## src/rtl/regfile_pkg.sv

```systemverilog
// Shared register-file constants and read-controller state encoding.
package regfile_pkg;

  localparam int unsigned NUM_REGS = 16;
  localparam int unsigned WIDTH    = 16;
  localparam int unsigned ADDR_W   = 4;

  typedef enum logic [1:0] {
    StIdle,
    StDrive,
    StCapture,
    StResp
  } state_e;

endpackage

```

## src/rtl/onehot_decoder.sv

```systemverilog
// Address to one-hot read-enable decoder; address 0 is the hardwired-zero register
// and never gets an enable.
module onehot_decoder
  import regfile_pkg::*;
#(
  parameter int unsigned AddrW   = ADDR_W,
  parameter int unsigned NumRegs = NUM_REGS
) (
  input  logic [AddrW-1:0]   addr_i,
  output logic [NumRegs-1:0] onehot_o
);

  // Decode with zero-suppress for register 0
  always_comb begin
    onehot_o = '0;
    if (addr_i != '0) begin
      onehot_o[addr_i] = 1'b1;
    end
  end

endmodule

```

## src/rtl/regfile_reader.sv

```systemverilog
// Read-side controller for the 16x16 register file: accepts a two-source request,
// drives registered one-hot read enables for two cycles, captures the bitlines and
// returns both operands over a valid/ready response.
// Optional feature: define REGFILE_READER_BYPASS_EN to forward a same-cycle array
// write (wr_en/DstReg/DstData) into the captured data instead of the bitline.
module regfile_reader
  import regfile_pkg::*;
(
  input  logic                clk,
  input  logic                rst,
  input  logic                req_valid,
  output logic                req_ready,
  input  logic [ADDR_W-1:0]   SrcReg1,
  input  logic [ADDR_W-1:0]   SrcReg2,
  output logic [NUM_REGS-1:0] ReadEnable1,
  output logic [NUM_REGS-1:0] ReadEnable2,
  input  logic [WIDTH-1:0]    Bitline1,
  input  logic [WIDTH-1:0]    Bitline2,
  input  logic                wr_en,
  input  logic [ADDR_W-1:0]   DstReg,
  input  logic [WIDTH-1:0]    DstData,
  output logic                rsp_valid,
  input  logic                rsp_ready,
  output logic [WIDTH-1:0]    SrcData1,
  output logic [WIDTH-1:0]    SrcData2
);

  state_e              state_q, state_d;
  logic [ADDR_W-1:0]   addr1_q, addr1_d, addr2_q, addr2_d;
  logic [NUM_REGS-1:0] en1_q, en1_d, en2_q, en2_d;
  logic [NUM_REGS-1:0] dec1, dec2;
  logic [WIDTH-1:0]    data1_q, data1_d, data2_q, data2_d;
  logic [WIDTH-1:0]    cap1, cap2;

  // Decoders look at the next-state address so the enables can be registered
  onehot_decoder u_dec1 (
    .addr_i   (addr1_d),
    .onehot_o (dec1)
  );

  onehot_decoder u_dec2 (
    .addr_i   (addr2_d),
    .onehot_o (dec2)
  );

  // Next-state, address latch and enable next-value
  always_comb begin
    state_d = state_q;
    addr1_d = addr1_q;
    addr2_d = addr2_q;
    case (state_q)
      StIdle: begin
        if (req_valid) begin
          addr1_d = SrcReg1;
          addr2_d = SrcReg2;
          state_d = StDrive;
        end
      end
      StDrive:   state_d = StCapture;
      StCapture: state_d = StResp;
      StResp:    if (rsp_ready) state_d = StIdle;
      default:   state_d = StIdle;
    endcase
    en1_d = '0;
    en2_d = '0;
    if (state_d == StDrive || state_d == StCapture) begin
      en1_d = dec1;
      en2_d = dec2;
    end
  end

  // Capture source selection: bitline, or forwarded write data when bypass is built in
  always_comb begin
    cap1 = Bitline1;
    cap2 = Bitline2;
`ifdef REGFILE_READER_BYPASS_EN
    if (wr_en && DstReg == addr1_q && addr1_q != '0) cap1 = DstData;
    if (wr_en && DstReg == addr2_q && addr2_q != '0) cap2 = DstData;
`endif
    data1_d = data1_q;
    data2_d = data2_q;
    if (state_q == StCapture) begin
      data1_d = (addr1_q == '0) ? '0 : cap1;
      data2_d = (addr2_q == '0) ? '0 : cap2;
    end
  end

`ifndef REGFILE_READER_BYPASS_EN
  // Write-side inputs are only meaningful with forwarding built in
  logic unused_bypass;
  assign unused_bypass = ^{wr_en, DstReg, DstData};
`endif

  // State, address, enable and data registers; reset drops enables immediately
  always_ff @(posedge clk or posedge rst) begin
    if (rst) begin
      state_q <= StIdle;
      addr1_q <= '0;
      addr2_q <= '0;
      en1_q   <= '0;
      en2_q   <= '0;
      data1_q <= '0;
      data2_q <= '0;
    end else begin
      state_q <= state_d;
      addr1_q <= addr1_d;
      addr2_q <= addr2_d;
      en1_q   <= en1_d;
      en2_q   <= en2_d;
      data1_q <= data1_d;
      data2_q <= data2_d;
    end
  end

  assign req_ready   = (state_q == StIdle);
  assign rsp_valid   = (state_q == StResp);
  assign ReadEnable1 = en1_q;
  assign ReadEnable2 = en2_q;
  assign SrcData1    = data1_q;
  assign SrcData2    = data2_q;

endmodule

```

## config.mk

```make
export PLATFORM = sky130hd
export DESIGN_NAME = regfile_reader
export DESIGN_NICKNAME = d
export VERILOG_FILES = /design/src/rtl/regfile_pkg.sv /design/src/rtl/onehot_decoder.sv /design/src/rtl/regfile_reader.sv
export SDC_FILE = /design/constraint.sdc
export NUM_CORES = 1
export LEC_CHECK = 0
export ABC_CLOCK_PERIOD_IN_PS = 4600
export CAP_MARGIN = 20
export CORE_MARGIN = 8
export CORE_UTILIZATION = 43
export DETAILED_ROUTE_END_ITERATION = 8
export PLACE_DENSITY_LB_ADDON = 0.2
export SLEW_MARGIN = 20
export SYNTH_ARGS = -nofsm -noshare
export SYNTH_HDL_FRONTEND = slang
export SYNTH_SLANG_ARGS = --single-unit
export TNS_END_PERCENT = 30
```

## constraint.sdc

```tcl
create_clock -name clk -period 4.6 [get_ports clk]
set_input_delay 0.92 -clock clk [delete_from_list [all_inputs] [get_ports clk]]
set_output_delay 0.92 -clock clk [all_outputs]
set_load 0.005 [all_outputs]
```

==> results.md <==
- The flow ran to the end, and the final reports show no timing, DRC or antenna violations.
- In the final layout, the share of cells above drive strength 1 is 0.115.
- The count of standard-cell rows is 29.
- The post-CTS setup buffer count is 0.
- 131 I/O pins were placed.
- The critical path is of the in2reg type.
- The post-route clock skew is 0.0103 ns.
- The first-pass iteration count of the detailed router is 4.
- For this run, the slowest stage of the critical path takes 0.66 ns.
- Once layout is complete, the utilization of the core stands at 0.655.
- In this run, CTS created clock tree buffers numbering 9.
- The share of the cycle needed by the critical path after routing is 0.670.
- The overall die area is 9070 sq um.
- The wire length of the first global-routing pass is 10,700 um.
- The commonest register cell after synthesis is dfrtp_1.
- The final routed wire length divided by cell count is 17.6 um.
- Across all hold checks on the routed design, the worst slack comes to 0.503 ns.
- The critical path contains buffers and inverters numbering 3 combined.
- The hold violation total from the final report was 0.
- Across the run, the number of max-cap violations was 0.
- The die is 95.3 um tall.
- The via count is 1,978.
- Traced cell by cell, the critical path runs through clkdlybuf4s50_1 -> nor3b_2 -> buf_4 -> mux2i_4 -> inv_2 -> nor4_1.
- The worst setup path is launched from an input port.
- The slew at the pin closest to its max-slew limit is 0.758 ns.
- The largest buffer count on any clock path is 2.
- The least setup slack across all paths after layout is 1.52 ns.
- Setup repair after global routing left no endpoint under its margin.
- The via count of the first global-routing pass is 2,066.
- The effective utilization at floorplan is 0.435.
- The type of element capturing the critical path is a flip-flop.
- The cell sitting at the root of the clock tree is a clkbuf_8.
- The path category of the worst min-delay check is reg2reg.
- Of the total synthesized cell area, the portion taken by XOR and XNOR cells is 0.
- The max-slew violation count came to 0.
- The clock tree from TritonCTS is done.
- The number of nets with antenna violations after routing is 0.
- The fraction of the mapped netlist area in simple logic gates is 0.117.
- The number of distinct library cells after synthesis is 27.
- Setup violations remaining at the end of the flow were counted as 0.
- The global placement routability congestion is 0.778.
- The H-tree generated during clock tree synthesis spans 3 levels.
- The vias per cell is 5.18.
- OpenSTA, run right after detailed placement, puts the worst setup slack at 1.12 ns.
- The total leakage power is 1.74 nW.
- The antenna cell count is 0.
- The clock-pin slew reported for the worst setup and hold paths after clock tree synthesis is 0.07 ns.
- The average instance in the mapped netlist occupies 14.3 sq um.
- Synthesis produced a netlist whose cell count is 189.
- The latest clock arrival within the worst-skew pair is 0.34 ns.
- In this run, post-CTS hold repair placed 0 buffers.
- The worst max-slew margin expressed relative to the limit is 0.494.
- The share of the Yosys chip area taken by registers is 0.667.
- After detailed routing, the number of remaining DRC violations is 0.
- The pin count of the biggest net entering global routing is 39.
- The area fraction in compound gates after synthesis was 0.121.
- The total wire length is 6720 um.
- The final total negative setup slack is 0 ns.
- During placement, the flow inserted port buffers numbering 107.
- The yosys synthesis warning count is 0.
- The post-synthesis mux area share is 0.0584.
- Dividing total power by cell area gives a power density of 626 nW/um^2.
- The floorplan step defined a core boundary enclosing 6200 sq um.
- The chip width is 95.3 um.
- The quantity of gates resized following cts is 0.
- Yosys mapped a number of flops with a built-in enable equal to 0.
- After synthesis, the largest family of logic cells by area is compound AO/OA/AOI/OAI gates.
- The initial antenna violation count is 0.
- The number of fill cells in the layout is 494.
- The CTS sink count is 72.
- After the last flow step, the layout net total stands at 365.
- The violation count after the first detailed-routing iteration is 73.
- Counting flops and latches in the post-synthesis netlist gives 72.
- The remaining global-route overflow is 0.
- The global router's overall resource usage is 0.154.
- The final critical path time including I/O delays and setup is 3.08 ns.
- Data on the critical path arrives at its endpoint at 3.31 ns.
- The half-perimeter wire length after placement is 4940 um.
- The largest vdd supply drop is 0.339 mV.
- The critical path's top delay family is buffers and inverters.
- The design draws 2.55 mW.
- The async set-reset flop share out of synthesis is 1.00.
- For the worst setup path, the data required time is 4.82 ns.
- The standard cell with the maximum stage delay on the critical path is nor3b_2.
- The synthesized area is 2700 sq um.
- Based on the critical path, the design can be clocked at up to 324 MHz.
- The critical-path maximum fanout is 9.
- The layout overhead on the synthesized area is 50.5%.
- Of the total synthesized cell area, the portion taken by full adders, half adders and majority gates is 0.
[registers in the layout, indices dropped and copies added, names as in the netlist]
register	count
addr2_q	4
ReadEnable2	15
SrcData2	16
SrcData1	16
ReadEnable1	15
addr1_q	4
state_q	2
[kinds of logic after synthesis]
| group | Yosys count |
|---|---|
| flip-flops | 72 |
| other | 1 |
| buffers and inverters | 19 |
| multiplexers | 8 |
| AND/OR/NAND/NOR | 50 |
| AO/OA/AOI/OAI | 39 |
[per-stage QoR]
stage          cells  instance area, sq um
2_1_floorplan    190                  2710
5_1_grt          382                  4070
3_3_place_gp     366                  3830
3_5_place_dp     366                  3830
6_report         382                  4070
4_1_cts          382                  4070
[worst paths after layout]
path                       cells past startpoint        endpoint   startpoint  slack (ns)
hold / removal                                 1     SrcData1[1]  SrcData1[1]        0.50
max in group asynchronous                      3      addr1_q[2]          rst        2.64
min in group asynchronous                      2    SrcData1[14]          rst        1.04
setup reg to reg                               5  ReadEnable2[9]   state_q[0]        2.13
setup / recovery                               6  ReadEnable2[9]    req_valid        1.52
hold reg to reg                                1     SrcData1[1]  SrcData1[1]        0.50
[layer usage]
layer	vias up	share of wire	track usage
met5	-	0	0
met4	0	0.021	0.0780
met3	11	0.074	0.0480
met2	62	0.48	0.240
met1	973	0.43	0.190
li1	932	-	-
[layout make-up]
| class | instances | area [sq um] | share of cell area |
|---|---|---|---|
| Sequential cell | 72 | 1800 | 0.443 |
| Timing Repair Buffer | 110 | 1090 | 0.269 |
| Tap cell | 77 | 96.3 | 0.0237 |
| Clock inverter | 4 | 76.3 | 0.0188 |
| Clock buffer | 12 | 155 | 0.0382 |
| Inverter | 8 | 35.0 | 0.00862 |
| Multi-Input combinational cell | 99 | 808 | 0.199 |
[layout by cell type, fill, tap and decap left out, types with 2 or more instances in the layout]
| cell | instances |
|---|---|
| nor4_1 | 32 |
| nor3b_1 | 3 |
| inv_4 | 2 |
| a22o_1 | 32 |
| clkbuf_8 | 11 |
| nor2b_1 | 3 |
| nand2_1 | 2 |
| buf_4 | 3 |
| o21bai_1 | 3 |
| clkdlybuf4s50_1 | 107 |
| nor2_2 | 2 |
| conb_1 | 2 |
| a21o_1 | 2 |
| nand3b_1 | 2 |
| dfrtp_1 | 72 |
| mux2i_4 | 6 |
| a21oi_1 | 2 |
| bufinv_16 | 2 |
| nor2_1 | 2 |
| inv_2 | 5 |
[power by group]
part | internal (mW) | total [mW] | switching (mW)
clock | 0.336 | 0.565 | 0.228
sequential | 0.831 | 0.970 | 0.139
combinational | 0.548 | 1.01 | 0.463
[synth_stat cells, types with 2 or more instances]
library cell / instances / area share
inv_1: 2 / 0.0028
dfrtp_1: 72 / 0.67
nand2_1: 2 / 0.0028
inv_4: 2 / 0.0046
a21oi_1: 2 / 0.0037
buf_4: 2 / 0.0056
o21bai_1: 3 / 0.0083
clkbuf_1: 5 / 0.0069
a22o_1: 32 / 0.10
a21o_1: 2 / 0.0056
inv_2: 4 / 0.0056
nor2b_1: 3 / 0.0069
nor4_1: 32 / 0.074
nor3b_1: 3 / 0.0083
nor2_1: 2 / 0.0028
buf_2: 3 / 0.0056
nand3b_1: 2 / 0.0056
mux2i_4: 6 / 0.050
nor2_2: 2 / 0.0046
(Power assumes the default switching activity.)
